<file path="config.mk">
export PLATFORM = sky130hd
export DESIGN_NAME = telemetry_frame_scheduler
export DESIGN_NICKNAME = d
export VERILOG_FILES = /design/src/rtl/telemetry_frame_scheduler.sv
export SDC_FILE = /design/constraint.sdc
export NUM_CORES = 1
export LEC_CHECK = 0
export ABC_AREA = 1
export CAP_MARGIN = 20
export CORE_UTILIZATION = 45
export DETAILED_ROUTE_END_ITERATION = 12
export HOLD_SLACK_MARGIN = 0.02
export PLACE_DENSITY = 0.78
export SYNTH_ARGS = -nofsm -noshare
export SYNTH_HDL_FRONTEND = slang
export SYNTH_SLANG_ARGS = --single-unit
</file>
<file path="constraint.sdc">
create_clock -name clk -period 3.49 [get_ports clk]
set_input_delay 1.047 -clock clk [delete_from_list [all_inputs] [get_ports clk]]
set_output_delay 1.047 -clock clk [all_outputs]
set_load 0.1 [all_outputs]
</file>
<file path="src/rtl/telemetry_frame_scheduler.sv">
// Frame engine that streams "TO:R\r\n" telemetry bytes (seconds digits, separator, revolution
// digit, optional CRLF) to a valid/ready character sink on periodic or manual triggers.
module telemetry_frame_scheduler #(
  parameter int unsigned TICK_CYCLES = 100000000,
  parameter logic [7:0]  SEP_CHAR    = 8'h3A,
  parameter bit          CRLF_EN     = 1'b1
) (
  input  logic       clk,
  input  logic       reset,
  input  logic [6:0] tens_in,
  input  logic [6:0] ones_in,
  input  logic [6:0] rev_in,
  input  logic       send_req,
  input  logic       tx_ready,
  output logic [7:0] tx_data,
  output logic       tx_valid,
  output logic       busy,
  output logic       frame_done,
  output logic [7:0] overrun_cnt
);

  localparam int unsigned CntW    = (TICK_CYCLES > 2) ? $clog2(TICK_CYCLES) : 1;
  localparam logic [2:0]  LastIdx = CRLF_EN ? 3'd5 : 3'd3;

  typedef enum logic [1:0] {StIdle, StSend, StDone} state_e;

  state_e          state_q, state_d;
  logic [CntW-1:0] tick_cnt_q;
  logic [2:0]      idx_q;
  logic [7:0]      snap_tens_q, snap_ones_q, snap_rev_q;
  logic            pending_q;
  logic [7:0]      overrun_q;
  logic            tick, trig, start, xfer;

  function automatic logic [7:0] sanitize(input logic [7:0] b);
    return (b >= 8'h30 && b <= 8'h39) ? b : 8'h3F;
  endfunction

  assign tick  = (tick_cnt_q == CntW'(TICK_CYCLES - 1));
  assign trig  = tick | send_req;
  assign start = (state_q == StIdle) & (trig | pending_q);
  assign xfer  = tx_valid & tx_ready;

  // Tick generator runs regardless of FSM state.
  always_ff @(posedge clk) begin
    if (reset || tick) begin
      tick_cnt_q <= '0;
    end else begin
      tick_cnt_q <= tick_cnt_q + CntW'(1);
    end
  end

  always_ff @(posedge clk) begin
    if (reset) begin
      state_q <= StIdle;
    end else begin
      state_q <= state_d;
    end
  end

  always_comb begin
    state_d = state_q;
    unique case (state_q)
      StIdle:  if (start) state_d = StSend;
      StSend:  if (xfer && idx_q == LastIdx) state_d = StDone;
      StDone:  state_d = StIdle;
      default: state_d = StIdle;
    endcase
  end

  // Snapshot, byte index and the single-entry trigger queue.
  always_ff @(posedge clk) begin
    if (reset) begin
      idx_q       <= '0;
      snap_tens_q <= 8'h30;
      snap_ones_q <= 8'h30;
      snap_rev_q  <= 8'h30;
      pending_q   <= 1'b0;
      overrun_q   <= '0;
    end else begin
      if (start) begin
        snap_tens_q <= {1'b0, tens_in};
        snap_ones_q <= {1'b0, ones_in};
        snap_rev_q  <= {1'b0, rev_in};
        idx_q       <= '0;
      end else if (xfer) begin
        idx_q <= idx_q + 3'd1;
      end
      if (start) begin
        pending_q <= 1'b0;
      end else if (state_q != StIdle && trig) begin
        if (!pending_q) begin
          pending_q <= 1'b1;
        end else if (overrun_q != 8'hFF) begin
          overrun_q <= overrun_q + 8'd1;
        end
      end
    end
  end

  always_comb begin
    tx_valid    = (state_q == StSend);
    frame_done  = (state_q == StDone);
    busy        = (state_q != StIdle);
    overrun_cnt = overrun_q;
    tx_data     = 8'h00;
    if (tx_valid) begin
      unique case (idx_q)
        3'd0:    tx_data = sanitize(snap_tens_q);
        3'd1:    tx_data = sanitize(snap_ones_q);
        3'd2:    tx_data = SEP_CHAR;
        3'd3:    tx_data = sanitize(snap_rev_q);
        3'd4:    tx_data = 8'h0D;
        3'd5:    tx_data = 8'h0A;
        default: tx_data = 8'h00;
      endcase
    end
  end

endmodule

</file>
Word-level counts from Yosys, hierarchy flattened
Cells that the tools add are included.
{"block": "word_totals", "register_bits": 62, "output_inout_bits": 19, "wordCells": 53}
{"block": "classes", "addsub": 3, "order_cmp": 6, "eq_ne": 11, "mux": 8, "bitwise_logic": 5, "reduce_logical": 12}
{"cell": "one-hot mux 7 bit (6 select lines)", "n": 1}
{"cell": "2-to-1 mux 7 bit", "n": 4}
{"cell": "adder 27 x 1 -> 27 bit (second input constant)", "n": 1}
{"cell": "== test 27 bit (second input constant)", "n": 1}
{"cell": ">= comparator 7 x 6 -> 1 bit (second input constant)", "n": 3}
{"cell": "less-or-equal comparator 7 x 6 -> 1 bit (second input constant)", "n": 3}
{"cell": "adder 8 x 1 -> 8 bit (second input constant)", "n": 1}
{"cell": "inequality test 8 bit (second input constant)", "n": 1}
{"cell": "== test 3 x 2 -> 1 bit (second input constant)", "n": 2}
{"cell": "== test 3 bit (second input constant)", "n": 2}
{"cell": "logical AND 1 bit", "n": 5}
{"cell": "2-to-1 mux 2 bit", "n": 2}
{"cell": "one-hot mux 2 bit (2 select lines)", "n": 1}
{"cell": "AND reduction 4 bit", "n": 1}
{"cell": "adder 3 x 1 -> 3 bit (second input constant)", "n": 1}
{"cell": "== test 3 x 1 -> 1 bit (second input constant)", "n": 1}
{"cell": "zero test 3 bit", "n": 1}
{"cell": "bitwise AND 1 bit", "n": 2}
{"cell": "== test 2 x 1 -> 1 bit (second input constant)", "n": 1}
{"cell": "== test 2 bit (second input constant)", "n": 1}
{"cell": "zero test 2 bit", "n": 1}
{"cell": "inequality test 2 x 1 -> 1 bit (second input constant)", "n": 1}
{"cell": "inequality test 2 bit (second input constant)", "n": 1}
{"cell": "bitwise OR 1 bit", "n": 2}
{"cell": "other kinds (5)", "n": 5}

Logic depth before layout (Yosys ltp)
{"block": "logic_depth", "word_depth": 6, "depth_mapped": 11, "mapped_depth_nobuf": 10}

Least setup slack after synthesis
OpenSTA, ideal clock, no wires.
{"block": "synth_timing", "path_type": "reg-to-output", "from": "register state_q[0]", "to": "output tx_data[3]", "arrival_ns": 3.655, "required_time_ns": 2.443, "path_slack_ns": -1.212, "path_stages_with_launch": 5, "cell_sequence": "dfxtp_1 inv_1 nor2_1 inv_1 a41oi_1"}
{"block": "synth_via", "elab_chain_len": 2}
{"item": "from (decl)", "line_no": "27", "source": "state_e state_q, state_d;"}
{"item": "from (signal assigned)", "line_no": "55", "source": "state_q <= StIdle;"}
{"item": "from (signal assigned)", "line_no": "57", "source": "state_q <= state_d;"}
{"item": "== test 2 x 1 -> 1 bit", "line_no": "102", "source": "tx_valid = (state_q == StSend);"}
{"item": "via tx_valid", "line_no": "16", "source": "output logic tx_valid,"}
{"item": "2-to-1 mux 7 bit", "line_no": "107", "source": "if (tx_valid) begin"}
{"item": "to (decl)", "line_no": "15", "source": "output logic [7:0] tx_data,"}
The timed path passes the listed nets, and every way through them passes these cells.

Final worst setup path
{"block": "layout_timing", "from": "register idx_q[0]", "to": "output tx_data[2]"}
{"block": "layout_via", "elab_chain_len": 3, "word_cells_on_any_way": 8, "cone_classes": "eq/ne: 5; mux: 2; reduce/logical: 1"}
{"item": "from (decl)", "line_no": "29", "source": "logic [2:0] idx_q;"}
{"item": "from (signal assigned)", "line_no": "87", "source": "idx_q <= idx_q + 3'd1;"}
{"item": "== test 3 bit (tied with other cells)", "line_no": "108", "source": "unique case (idx_q)"}
{"item": "one-hot mux 7 bit (6 select lines) *", "line_no": "108"}
{"item": "2-to-1 mux 7 bit *", "line_no": "107"}
Every way passes the cells marked *; elsewhere a longest branch is shown, timed or not.

==> metrics.yaml <==
critical_path_class: "reg -> out"
synthMostInstantiatedCell: "nand2_1"
clock_tree.root_cell: "clkbuf_8"
drtIter0Drc: 247
finalCoreUtilization_pct: 56.2
dominant_cell_type_by_area_after_synthesis: "dfxtp_1"
pin_count_of_the_biggest_net_entering_global_routing: 39
worstPathBufferInverterCount: 3
area_delta_synth_final_pct: 19.7
syn_area_mm2: 0.00323
final_antenna_net_count: 0
synth-seq-cells: 62
worstSetupStartpointType: "flop"
final.setup.worst_slack_ns: 0.589
worst_path_most_repeated_cell: "inv_1"
synth_seq_area_share_pct: 38.4
cp_slowest_stage_delay_ns: 0.40
power.ir.vdd_worst_uv: 233
post-cts-setup-buffers: 0
drc_errors: 0
clk_path_buf_depth: 2
netlist_top_cells_area: "dfxtp_1 (38%), nand2_1 (12%), nand3_1 (8.1%), nor2_1 (5.8%), inv_1 (5.1%)"
dp_hpwl_um: 5260
worstHoldPathType: "reg -> reg"
netlist-cell-type-count: 35
p_leak_uw: 0.00147
floorplan.io_pins: 44
floorplan.initialDensity_pct: 47.0
arrival_time_of_the_worst_setup_path_ns: 1.85
insertion_delay_ns: 0.34
path_cells: "inv_1 -> ha_1 -> nand2_1 -> inv_1 -> o21ai_0 -> nand4_1 -> and2_1 -> buf_4"
drv.max_cap_violation_count: 0
synth-edff-count: 0
rows: 30
detailroute.via_count: 3119
timing.setup.tns_ns: 0
first_global_vias: 2804
postSynth.asyncResetShare_pct: 0
cts.hold.buffers_added: 0
critical_path.endpoint_type: "output port"
layout_cells_sized_above_1_pct: 12.1
htree_levels: 3
critical_path.top_delay_family: "flip-flops"
port-buffer-count: 41
final_period_minus_worst_setup_slack_ns: 2.90
clkTransAtPathRegs_ns: 0.07
maxSlewHeadroom_pct: 65.9
synth-main-ff-cell: "dfxtp_1"
antenna_violations_before_repair: 0
grt.total_usage_pct: 20.5
gp_congestion: 0.945
p_total_uw: 1600
place_ws_ns: 0.957
clock_skew_ns: 0.00595
final_period_utilization_pct: 83.1
grt_pass1_wl_um: 12100
highest_attainable_clock_frequency_ghz: 0.345
sum_of_routed_wire_length_over_all_layers_um: 7170
ys_warn_count: 0
horiz_die_dim_um: 86.7
hold_violations: 0
insertedDiodeCount: 0
synth_largest_type_area_fraction_pct: 38.4
synth_cells: 459
die_y_um: 86.7
cts_made_buffers: 9
crit_slowest_cell: "dfxtp_1"
slew_at_the_pin_with_the_worst_max_slew_slack_ns: 0.510
rsz0062_at_grt: "false"
finalSetupViolations: 0
synth_commonest_cells: "nand2_1 (100), dfxtp_1 (62), nand3_1 (52)"
fill_cells: 643
crit_fanout: 4
synthesis.area_per_instance_um2: 7.03
clock_sink_total: 62
final_max_slew_viol_count: 0
fin_nets: 532
drt_pass1_iterations: 5
clock_tree_from_tritoncts: "yes"
core-area_mm2: 0.00687
dieArea_mm2: 0.00752
drt-vias-per-instance: 5.19
total_power_density_per_cell_area_mw_per_mm2: 414
run_status: "completed"
wl_per_cell_um: 11.9
cp_data_required_time_ns: 2.44
cts_resized: 0
globalRouteOverflowTotal: 0
-- power breakdown --
group / total, uW / leakage [uW] / switching (uW) / internal [uW]
clock: 606 / 0.0000964 / 277 / 328
sequential: 750 / 0.000505 / 17.5 / 732
combinational: 246 / 0.000872 / 170 / 75.4
-- through the flow --
stage,cells,area [um^2],hold slack [ns]
CTS,601,3860,0.460
detailed placement,585,3670,0.443
floorplan,460,3260,0.429
finish,601,3860,0.457
global placement,585,3670,0.439
global route,601,3860,0.491
-- tightest hold or removal path, stage by stage, from the launching register on --
cell	delay [ns]
dfxtp_1	0.33
nand2_1	0.05
nand3_1	0.05
-- metal layers --
layer	global-route usage, %	routed length (um)	part of all wire [%]	vias to the layer above
met1	26.2	3340	47	1416
met3	3.71	323	4.5	19
li1	-	-	-	1595
met5	0	0	0	-
met4	11.5	225	3.1	0
met2	32.7	3290	46	89
-- area by class of cell --
type / instances / area, um^2 / share of cell area, %
Timing Repair Buffer: 44 / 390 / 10.1
Tap cell: 96 / 120 / 3.11
Multi-Input combinational cell: 337 / 1750 / 45.3
Inverter: 46 / 174 / 4.50
Clock buffer: 10 / 128 / 3.30
Clock inverter: 6 / 61.3 / 1.59
Sequential cell: 62 / 1240 / 32.1
-- cell families (layout without fill, tap and decap cells) --
| logic type | count (synthesis) | after routing | share of synthesized area, % |
|---|---|---|---|
| buffers and inverters | 61 | 106 | 8.29 |
| DFF | 62 | 62 | 38.4 |
| muxes | 1 | 1 | 0.349 |
| other | 1 | 2 | 0.116 |
| xor gates and xnor gates | 16 | 16 | 4.34 |
| AOI/OAI and AO/OA | 52 | 52 | 8.68 |
| adders and majority gates | 7 | 7 | 2.71 |
| and+or+nand+nor | 259 | 259 | 37.1 |
-- sequential cells by signal, indices dropped and copies added, names as in the netlist --
| signal | cells |
|---|---|
| idx_q | 3 |
| overrun_cnt | 8 |
| pending_q | 1 |
| snap_ones_q | 7 |
| snap_rev_q | 7 |
| snap_tens_q | 7 |
| state_q | 2 |
| tick_cnt_q | 27 |
-- cell usage in the layout, fill, tap and decap left out, types with 10 or more instances in the layout --
master           count
xor2_1              10
nand4_1             26
o21ai_0             21
nor2_1              49
a21oi_1             24
buf_4               20
clkdlybuf4s50_1     24
dfxtp_1             62
nand3_1             52
inv_1               44
nand2_1            100
-- path summary, 6_finish.rpt --
path                          startpoint                           to  depth (start not counted)  slack (ns)
max                idx_q[0]$_SDFFE_PP0P_                   tx_data[2]                          8        0.59
min          snap_tens_q[5]$_SDFFE_PP1P_  snap_tens_q[5]$_SDFFE_PP1P_                          2        0.46
max reg2reg     tick_cnt_q[0]$_SDFF_PP0_        idx_q[0]$_SDFFE_PP0P_                         10        1.50
min reg2reg  snap_tens_q[5]$_SDFFE_PP1P_  snap_tens_q[5]$_SDFFE_PP1P_                          2        0.46
Power figures use the tool's default switching activity.
